File: src/rtl/alu_pkg.sv
// Shared constants and types for the ALU operation encoder: ALUFun codes,
// MIPS opcode/funct values, the buffered entry struct and the buffer states.
package alu_pkg;

  // ALU function codes
  localparam logic [5:0] FUN_ADD = 6'b000000;
  localparam logic [5:0] FUN_SUB = 6'b000001;
  localparam logic [5:0] FUN_AND = 6'b011000;
  localparam logic [5:0] FUN_OR  = 6'b011110;
  localparam logic [5:0] FUN_XOR = 6'b010110;
  localparam logic [5:0] FUN_NOR = 6'b010001;
  localparam logic [5:0] FUN_SLL = 6'b100000;
  localparam logic [5:0] FUN_SRL = 6'b100001;
  localparam logic [5:0] FUN_SRA = 6'b100011;
  localparam logic [5:0] FUN_EQ  = 6'b110011;
  localparam logic [5:0] FUN_NEQ = 6'b110001;
  localparam logic [5:0] FUN_LT  = 6'b110101;
  localparam logic [5:0] FUN_LEZ = 6'b111101;
  localparam logic [5:0] FUN_LTZ = 6'b111011;
  localparam logic [5:0] FUN_GTZ = 6'b111111;

  // Opcodes (instruction[31:26])
  localparam logic [5:0] OP_RTYPE  = 6'b000000;
  localparam logic [5:0] OP_REGIMM = 6'b000001;
  localparam logic [5:0] OP_BEQ    = 6'b000100;
  localparam logic [5:0] OP_BNE    = 6'b000101;
  localparam logic [5:0] OP_BLEZ   = 6'b000110;
  localparam logic [5:0] OP_BGTZ   = 6'b000111;
  localparam logic [5:0] OP_ADDI   = 6'b001000;
  localparam logic [5:0] OP_ADDIU  = 6'b001001;
  localparam logic [5:0] OP_SLTI   = 6'b001010;
  localparam logic [5:0] OP_SLTIU  = 6'b001011;
  localparam logic [5:0] OP_ANDI   = 6'b001100;
  localparam logic [5:0] OP_ORI    = 6'b001101;
  localparam logic [5:0] OP_XORI   = 6'b001110;
  localparam logic [5:0] OP_LUI    = 6'b001111;
  localparam logic [5:0] OP_LW     = 6'b100011;
  localparam logic [5:0] OP_SW     = 6'b101011;

  // R-type funct codes (instruction[5:0])
  localparam logic [5:0] F_SLL  = 6'b000000;
  localparam logic [5:0] F_SRL  = 6'b000010;
  localparam logic [5:0] F_SRA  = 6'b000011;
  localparam logic [5:0] F_ADD  = 6'b100000;
  localparam logic [5:0] F_ADDU = 6'b100001;
  localparam logic [5:0] F_SUB  = 6'b100010;
  localparam logic [5:0] F_SUBU = 6'b100011;
  localparam logic [5:0] F_AND  = 6'b100100;
  localparam logic [5:0] F_OR   = 6'b100101;
  localparam logic [5:0] F_XOR  = 6'b100110;
  localparam logic [5:0] F_NOR  = 6'b100111;
  localparam logic [5:0] F_SLT  = 6'b101010;
  localparam logic [5:0] F_SLTU = 6'b101011;

  // One decoded operation as held in the output buffer
  typedef struct packed {
    logic [5:0]  alu_fun;
    logic        sign;
    logic [31:0] a;
    logic [31:0] b;
    logic        illegal;
  } alu_entry_t;

  // Output buffer occupancy; encoding equals the entry count
  typedef enum logic [1:0] {
    BUF_EMPTY = 2'd0,
    BUF_ONE   = 2'd1,
    BUF_FULL  = 2'd2
  } buf_state_t;

  function automatic logic [31:0] sext16(input logic [15:0] v);
    return {{16{v[15]}}, v};
  endfunction

  function automatic logic [31:0] zext16(input logic [15:0] v);
    return {16'b0, v};
  endfunction

endpackage

File: src/rtl/alu_op_decode.sv
// Pure combinational MIPS opcode/funct decode into an ALU entry.
// Branch compares are decoded only when ALU_ENC_BRANCH_EN is defined;
// otherwise those opcodes fall through to the illegal entry.
module alu_op_decode
  import alu_pkg::*;
#(
  parameter logic [5:0] ILLEGAL_FUN = 6'b000000
) (
  input  logic [5:0]  opcode,
  input  logic [5:0]  funct,
  input  logic [4:0]  shamt,
  input  logic [15:0] imm16,
  input  logic [31:0] rs_val,
  input  logic [31:0] rt_val,
  output alu_entry_t  ent
);

  // Start from the illegal entry; every recognised encoding overrides it
  always_comb begin
    ent.alu_fun = ILLEGAL_FUN;
    ent.sign    = 1'b0;
    ent.a       = rs_val;
    ent.b       = rt_val;
    ent.illegal = 1'b1;
    case (opcode)
      OP_RTYPE: begin
        ent.illegal = 1'b0;
        case (funct)
          F_ADD:  begin ent.alu_fun = FUN_ADD; ent.sign = 1'b1; end
          F_ADDU: ent.alu_fun = FUN_ADD;
          F_SUB:  begin ent.alu_fun = FUN_SUB; ent.sign = 1'b1; end
          F_SUBU: ent.alu_fun = FUN_SUB;
          F_AND:  ent.alu_fun = FUN_AND;
          F_OR:   ent.alu_fun = FUN_OR;
          F_XOR:  ent.alu_fun = FUN_XOR;
          F_NOR:  ent.alu_fun = FUN_NOR;
          F_SLT:  begin ent.alu_fun = FUN_LT; ent.sign = 1'b1; end
          F_SLTU: ent.alu_fun = FUN_LT;
          F_SLL:  begin ent.alu_fun = FUN_SLL; ent.a = {27'b0, shamt}; end
          F_SRL:  begin ent.alu_fun = FUN_SRL; ent.a = {27'b0, shamt}; end
          F_SRA:  begin ent.alu_fun = FUN_SRA; ent.a = {27'b0, shamt}; end
          default: ent.illegal = 1'b1;
        endcase
      end
      OP_ADDI:  begin ent.illegal = 1'b0; ent.alu_fun = FUN_ADD; ent.sign = 1'b1; ent.b = sext16(imm16); end
      OP_ADDIU: begin ent.illegal = 1'b0; ent.alu_fun = FUN_ADD; ent.b = sext16(imm16); end
      OP_SLTI:  begin ent.illegal = 1'b0; ent.alu_fun = FUN_LT; ent.sign = 1'b1; ent.b = sext16(imm16); end
      OP_SLTIU: begin ent.illegal = 1'b0; ent.alu_fun = FUN_LT; ent.b = sext16(imm16); end
      OP_ANDI:  begin ent.illegal = 1'b0; ent.alu_fun = FUN_AND; ent.b = zext16(imm16); end
      OP_ORI:   begin ent.illegal = 1'b0; ent.alu_fun = FUN_OR;  ent.b = zext16(imm16); end
      OP_XORI:  begin ent.illegal = 1'b0; ent.alu_fun = FUN_XOR; ent.b = zext16(imm16); end
      // lui is a left shift of the immediate by 16
      OP_LUI:   begin ent.illegal = 1'b0; ent.alu_fun = FUN_SLL; ent.a = 32'd16; ent.b = zext16(imm16); end
      // Loads/stores only need the address add
      OP_LW, OP_SW: begin ent.illegal = 1'b0; ent.alu_fun = FUN_ADD; ent.sign = 1'b1; ent.b = sext16(imm16); end
`ifdef ALU_ENC_BRANCH_EN
      OP_BEQ:    begin ent.illegal = 1'b0; ent.alu_fun = FUN_EQ;  ent.sign = 1'b1; end
      OP_BNE:    begin ent.illegal = 1'b0; ent.alu_fun = FUN_NEQ; ent.sign = 1'b1; end
      // Compares against zero carry no second operand
      OP_BLEZ:   begin ent.illegal = 1'b0; ent.alu_fun = FUN_LEZ; ent.sign = 1'b1; ent.b = 32'd0; end
      OP_BGTZ:   begin ent.illegal = 1'b0; ent.alu_fun = FUN_GTZ; ent.sign = 1'b1; ent.b = 32'd0; end
      OP_REGIMM: begin ent.illegal = 1'b0; ent.alu_fun = FUN_LTZ; ent.sign = 1'b1; ent.b = 32'd0; end
`endif
      default: ;
    endcase
  end

endmodule

File: src/rtl/alu_op_encoder.sv
// Registered ALU decode stage: valid/ready input, combinational decode,
// 2-entry skid buffer on the output so in_ready can be a flop while still
// sustaining one op per cycle. Optional branch decode: ALU_ENC_BRANCH_EN.
module alu_op_encoder
  import alu_pkg::*;
#(
  parameter int         DEPTH       = 2,
  parameter logic [5:0] ILLEGAL_FUN = 6'b000000
) (
  input  logic        clk,
  input  logic        reset,
  input  logic        in_valid,
  output logic        in_ready,
  input  logic [5:0]  opcode,
  input  logic [5:0]  funct,
  input  logic [4:0]  shamt,
  input  logic [15:0] imm16,
  input  logic [31:0] rs_val,
  input  logic [31:0] rt_val,
  output logic        out_valid,
  input  logic        out_ready,
  output logic [5:0]  ALUFun,
  output logic        Sign,
  output logic [31:0] A,
  output logic [31:0] B,
  output logic        illegal
);

  alu_entry_t dec;
  // Slot 0 is the head shown on the outputs, slot 1 the skid entry
  alu_entry_t [DEPTH-1:0] buf_q, buf_nxt;
  buf_state_t state_q, state_nxt;
  logic       in_ready_q, in_ready_nxt;
  logic       in_xfer, out_xfer;

  alu_op_decode #(.ILLEGAL_FUN(ILLEGAL_FUN)) u_dec (
    .opcode (opcode),
    .funct  (funct),
    .shamt  (shamt),
    .imm16  (imm16),
    .rs_val (rs_val),
    .rt_val (rt_val),
    .ent    (dec)
  );

  assign out_valid = (state_q != BUF_EMPTY);
  assign in_ready  = in_ready_q;
  assign in_xfer   = in_valid & in_ready_q;
  assign out_xfer  = out_valid & out_ready;

  assign ALUFun  = buf_q[0].alu_fun;
  assign Sign    = buf_q[0].sign;
  assign A       = buf_q[0].a;
  assign B       = buf_q[0].b;
  assign illegal = buf_q[0].illegal;

  // Buffer state, contents and registered in_ready
  always_ff @(posedge clk or posedge reset) begin
    if (reset) begin
      state_q    <= BUF_EMPTY;
      buf_q      <= '0;
      in_ready_q <= 1'b1;
    end else begin
      state_q    <= state_nxt;
      buf_q      <= buf_nxt;
      in_ready_q <= in_ready_nxt;
    end
  end

  // Next occupancy and entry movement for each handshake combination
  always_comb begin
    state_nxt = state_q;
    buf_nxt   = buf_q;
    case (state_q)
      BUF_EMPTY: begin
        if (in_xfer) begin
          buf_nxt[0] = dec;
          state_nxt  = BUF_ONE;
        end
      end
      BUF_ONE: begin
        if (in_xfer && out_xfer) begin
          buf_nxt[0] = dec;
        end else if (in_xfer) begin
          buf_nxt[1] = dec;
          state_nxt  = BUF_FULL;
        end else if (out_xfer) begin
          state_nxt  = BUF_EMPTY;
        end
      end
      BUF_FULL: begin
        // in_ready is low here, so only the output side can move
        if (out_xfer) begin
          buf_nxt[0] = buf_q[1];
          state_nxt  = BUF_ONE;
        end
      end
      default: state_nxt = BUF_EMPTY;
    endcase
    in_ready_nxt = (state_nxt != BUF_FULL);
  end

endmodule
File: config.mk
export PLATFORM = sky130hd
export DESIGN_NAME = alu_op_encoder
export DESIGN_NICKNAME = d
export VERILOG_FILES = /design/src/rtl/alu_pkg.sv /design/src/rtl/alu_op_decode.sv /design/src/rtl/alu_op_encoder.sv
export SDC_FILE = /design/constraint.sdc
export NUM_CORES = 1
export LEC_CHECK = 0
export BUFFER_PORTS_ARGS = -buffer_cell sky130_fd_sc_hd__buf_2
export CORE_MARGIN = 1
export CORE_UTILIZATION = 25
export CTS_BUF_LIST = sky130_fd_sc_hd__clkbuf_4 sky130_fd_sc_hd__clkbuf_8
export CTS_CLUSTER_DIAMETER = 100
export DETAILED_ROUTE_END_ITERATION = 12
export SLEW_MARGIN = 20
export SYNTH_ARGS = -nofsm -noshare
export SYNTH_HDL_FRONTEND = slang
export SYNTH_SLANG_ARGS = --single-unit
File: constraint.sdc
create_clock -name clk -period 5.1 [get_ports clk]
set_input_delay 0.255 -clock clk [delete_from_list [all_inputs] [get_ports clk]]
set_output_delay 0.255 -clock clk [all_outputs]
set_load 0.01 [all_outputs]
# After elaboration in Yosys (flattened, before gate mapping)

Index checks and enable logic that the tools add are counted.

Flip-flop bits (word level): 147
Bits in latches: 0
Bits in writable memories: 0
ROM bits: 0
Input bits: 101
Output and inout bits: 74
Logic and storage cells: 80
Memories: 0

Add/sub/neg operators: 0
Multipliers: 0
Divide/modulo/power cells: 0
$lt $le $gt $ge: 0
Equal/unequal tests: 28
Shifts and indexed selects: 0
Muxes and demuxes: 19
Bitwise operators: 3
Reductions and logical operators: 18

Operators by type and width:

| operator                                                               | count |
|---|---|
| 72-bit two-way mux                                                     | 3 |
| 72-bit case mux with 3 select lines                                    | 1 |
| 32-bit case mux with 2 select lines                                    | 2 |
| 6-bit equality test (second input constant)                            | 12 |
| 6-bit case mux with 9 select lines                                     | 1 |
| 6-bit by 4-bit equality test with 1-bit output (second input constant) | 8 |
| 6-bit case mux with 6 select lines                                     | 1 |
| 32-bit two-way mux                                                     | 1 |
| 13-bit OR reduction                                                    | 1 |
| 6-bit by 2-bit equality test with 1-bit output (second input constant) | 2 |
| 6-bit zero test                                                        | 2 |
| 2-bit two-way mux                                                      | 5 |
| 10-bit OR reduction                                                    | 1 |
| 2-bit != test (second input constant)                                  | 4 |
| 4-bit OR reduction                                                     | 2 |
| 2-bit case mux with 3 select lines                                     | 1 |
| 2-bit OR reduction                                                     | 3 |
| 3-bit OR reduction                                                     | 2 |
| 6-bit OR reduction                                                     | 1 |
| 1-bit case mux with 2 select lines                                     | 2 |
| 4-bit AND reduction                                                    | 1 |
| 3-bit AND reduction                                                    | 1 |
| 3-bit nonzero test                                                     | 1 |
| 1-bit bitwise AND                                                      | 2 |
| 7 further kinds                                                        | 8 |

# Longest topological paths before layout

Word-level depth: 7
Depth in mapped cells: 9
Depth with buffers taken out: 5

# Hierarchy

From an unflattened synthesis, not the netlist that was laid out.

Cells, all modules: 631
Area, all modules: 7753.7 um^2

Modules (own cells, without submodules):

| module         | instances | cells an instance | area each (um^2) | sequential area each (um^2) |
|---|---|---|---|---|
| alu_op_encoder | 1         | 487               | 6697.7           | 3679.8 |
| alu_op_decode  | 1         | 144               | 1056.0           | 0.0 |

# Worst setup path before layout

OpenSTA, ideal clock, no wires.

Path type: register -> register
Start: reg in_ready_q, in the netlist in_ready
End: reg buf_q (netlist bit ALUFun[1])
Library setup time: 77 ps
Arrival time: 1819 ps
Data required time: 5023 ps
Path slack: 3204 ps
Stages on the path, launching flop included: 8
Path buffers: 2
Period minus slack after synthesis: 1896 ps
Path through: dfstp_2 nand2_1 nor3_2 a31o_2 clkbuf_1 clkbuf_1 o21ai_0 o21ai_1

Longest elaborated chain between the ends: 4
Elaborated cells between the ends (all ways): 5
Those cells by class: 2 x eq/ne; 1 x bitwise; 2 x reduce/logical

Ends and longest elaborated chain:

| item                                   | RTL line             | text |
|---|---|---|
| start, declared                        | alu_op_encoder.sv:33 | `logic in_ready_q, in_ready_nxt;` |
| start signal, assigned                 | alu_op_encoder.sv:66 | `in_ready_q <= in_ready_nxt;` |
| 1-bit bitwise AND *                    | alu_op_encoder.sv:48 | `assign in_xfer = in_valid & in_ready_q;` |
| 1-bit logical AND                      | alu_op_encoder.sv:82 | `if (in_xfer && out_xfer) begin` |
| 2-bit != test (no source line)         | -                    |  |
| 4-bit AND reduction (no source line) * | -                    |  |
| end signal, assigned                   | alu_op_encoder.sv:65 | `buf_q <= buf_nxt;` |
| end, declared                          | alu_op_encoder.sv:31 | `alu_entry_t [DEPTH-1:0] buf_q, buf_nxt;` |

Every way passes the cells marked *; elsewhere a longest branch is shown, timed or not.
A chain may end at the register's enable or synchronous reset.

# Worst setup path in the final report

Start: reg state_q[0]
End: reg buf_q (netlist bit B[10])

Longest elaborated chain between the ends: 5
Elaborated cells between the ends (all ways): 12
Those cells by class: 5 x eq/ne; 1 x mux; 1 x bitwise; 5 x reduce/logical

Ends and longest elaborated chain:

| item                                 | RTL line             | text |
|---|---|---|
| start, declared                      | alu_op_encoder.sv:32 | `buf_state_t state_q, state_nxt;` |
| start signal, assigned               | alu_op_encoder.sv:64 | `state_q <= state_nxt;` |
| 2-bit nonzero test                   | alu_op_encoder.sv:46 | `assign out_valid = (state_q != BUF_EMPTY);` |
| 1-bit bitwise AND                    | alu_op_encoder.sv:49 | `assign out_xfer = out_valid & out_ready;` |
| 1-bit logical AND                    | alu_op_encoder.sv:82 |  |
| 2-bit != test (no source line)       | -                    |  |
| 4-bit AND reduction (no source line) | -                    |  |

Parallel ways exist; a longest one is shown, timed or not.

==> summary.txt <==
Run status
  • Status: complete, no violations

Floorplanning
  • Die width: 173 µm
  • Die ar.: 30,100 µm²
  • Initial core utilization: 25.5%
  • Die height: 173 µm
  • Rows: 62
  • IO Pins: 175
  • Area of the core: 28,800 µm²

Yosys
  • Syn_area_per_cell: 8.76 µm²
  • Synth unique cells: 51
  • Ys Warns: 0
  • Seq/Total Area, Yosys: 50.1%
  • Mapped Area: 7350 µm²
  • Seq cells post-synth: 147
  • Ranking of synthesized cells by area: dfrtp_1, buf_4, nand2_1
  • Most frequent cell after synthesis: dfrtp_1
  • Syn Inst Count: 839
  • Asr flop ratio synth: 100%
  • Synth Net Count: 940
  • Post-synth EDFFs: 0
  • Share of Yosys cell area claimed by the top area cell type: 49.7%
  • Top_reg_cell synth: dfrtp_1
  • Area leader, netlist: dfrtp_1
  • Post-synth top cells: dfrtp_1, nand2_1, a21oi_1, nor2_1, buf_4

Clock network
  • Max Buffers Root-to-Sink: 2
  • Skew-Pair Late Insertion Delay: 0.44 ns
  • Clock-pin slew on the worst setup and hold paths: 0.09 ns
  • TritonCTS clock tree: built
  • TritonCTS Buffers: 17
  • CTS H-tree depth: 4
  • Hold buffers post-CTS: 1
  • Clock tree root buffer cell: clkbuf_8
  • Number of gates resized after CTS: 0
  • Clk sink count: 147
  • Post-CTS setup buffer count: 0

Routing
  • Pre-antenna DRT Iters: 5
  • Drt first-iter violations: 382
  • DRT Wirelength: 20.1 mm
  • Remaining DRCs: 0
  • Post-route ant nets: 0
  • Vias: 6,022
  • Avg Vias per Cell: 4.61
  • DR WL/cell: 15.4 µm

Power and ir drop
  • Cell Pwr Density: 521 nW/µm²
  • Maximum vdd ir drop: 0.198 mV
  • P_leak: 3.94 nW

Setup path
  • Critical path capture point type: flop
  • Reg-to-reg critical path endpoint: B[10]
  • Worst Setup EP: B[10]
  • Critical-path top delay cell: a31oi_4
  • Critical path peak fanout: 42
  • Critical path depth: 6
  • Setup slack, reg-to-reg: 2.24 ns
  • WP buf/inv: 1
  • Arrival @ worst endpoint: 3.21 ns
  • Delay-heaviest family, CP: compound AO/OA/AOI/OAI gates
  • Critical Path Start Type: flop
  • Setup CP Type: flop to flop
  • FF-to-FF Start: state_q[0]
  • Critical path cell sequence: nor2b_1, nor3_4, a31oi_4, buf_4, nor3_1, a211oi_1
  • Origin of the worst setup path: state_q[0]
  • Cells on worst reg2reg path: 6
  • Worst Path Required: 5.45 ns
  • Max incr delay on CP: 0.81 ns

Final layout
  • Fillcell total: 3,102
  • Share of cells above drive strength 1: 25.8%
  • Fin util: 29.3%
  • Reg area: 3680 µm²
  • Area delta synth->final: 14.7%
  • Fin nets: 1,010
  • Footprint of the multi-input gates: 2900 µm²

STA
  • Final worst-path cycle share: 56.1%
  • Setup TNS: 0 ns
  • Normalized max-slew margin: 32.4%
  • Max Slew Vio Count: 0
  • Fmax achieved: 349 MHz
  • Clk_skew: 0.0113 ns
  • Final hold vios: 0
  • RSZ-0062 raised after global routing: false
  • Crit path time final: 2.86 ns
  • Tightest Pin Transition: 1.01 ns
  • Final setup vio count: 0

Placement
  • Placed wire-length estimate: 13.1 mm
  • Gpl congestion: 0.759
  • Buffers on Ports: 174

GRT
  • GRT overflow: 0
  • Antenna violations before repair: 3
  • GRT Total Usage: 13.7%
  • Pin count of the biggest net entering global routing: 77
  • First-pass GRT wire length: 32.4 mm
  • Vias in the first global route: 5,851

Run
  • Max Cap Violations: 0

Hold path
  • Hold WC Path Type: input pin to flop
  • Min-delay src: rs_val[18]
-- per-layer routing --
metal / wire [µm] / global-route usage, %
met1: 9210 / 17.6
met2: 9340 / 21.8
met3: 1250 / 4.28
met4: 272 / 4.13
met5: 23 / 0
-- layout by cell type (no fill, tap or decap), types with 4 or more instances in the layout --
master	instances
a21oi_1	94
nand2_1	124
mux2i_1	17
nor3_1	23
nand3_1	58
a211oi_1	23
dfrtp_1	146
buf_2	174
a221oi_2	4
buf_4	9
o21ai_1	7
clkinv_2	6
nor2_1	84
a221oi_1	4
o21ai_0	66
inv_1	5
clkbuf_8	20
-- sequential cells by signal, summed over array words and instances, names as in the netlist --
register,count
A,32
ALUFun,6
B,32
Sign,1
buf_q,72
illegal,1
in_ready,1
state_q,2
-- cells by family after synthesis --
family | count (synthesis) | share of synthesized area [%]
XOR/XNOR | 2 | 0.239
buffers and inverters | 140 | 11.3
AO/OA/AOI/OAI | 217 | 17.1
flip-flops | 147 | 50.1
AND/OR/NAND/NOR | 316 | 19.0
multiplexers | 17 | 2.32
-- worst reg2reg max path: cells and delay by family, from the launching register on --
family                 cells  cell delay, ns
AND/OR/NAND/NOR            3            0.64
buffers and inverters      1            0.62
flip-flops                 1            0.45
AO/OA/AOI/OAI              2            1.06
-- how the worst min path moves through the flow --
stage	end	slack (ns)	cells past startpoint
floorplan	buf_q[89]	0.38	2
global placement	A[5]	0.33	2
detailed placement	B[1]	0.34	2
CTS	buf_q[123]	0.0007	3
global route	buf_q[123]	0.004	3
finish	buf_q[123]	0.05	3
-- power breakdown --
part	leakage [nW]	total, mW	switching, mW	internal [mW]
clock	0.195	0.895	0.464	0.431
sequential	1.74	2.00	0.288	1.71
combinational	2.00	1.49	0.923	0.569
total	3.94	4.39	1.67	2.71
-- metrics by stage --
stage          hold slack, ns  total power [mW]  instance area, µm²  cells  worst slack, ns
4_1_cts              0.000684              4.46                8410   1305             2.05
3_5_place_dp            0.338              3.54                8020   1272             2.08
3_3_place_gp            0.331              3.49                8020   1272             2.20
6_report               0.0458              4.39                8430   1307             2.24
2_1_floorplan           0.384              3.26                7350    839            0.895
5_1_grt               0.00420              4.75                8430   1307             1.98
-- final cells by class --
class                      count  area share [%]
clock buffer                  22            3.45
multi-input combinational    552            34.4
inverter                       6           0.327
timing repair buffer         185            11.4
antenna                        1          0.0297
tap                          384            5.70
clock inverter                10           0.995
sequential                   147            43.7
Note: power is estimated with default switching activity, not from simulation.
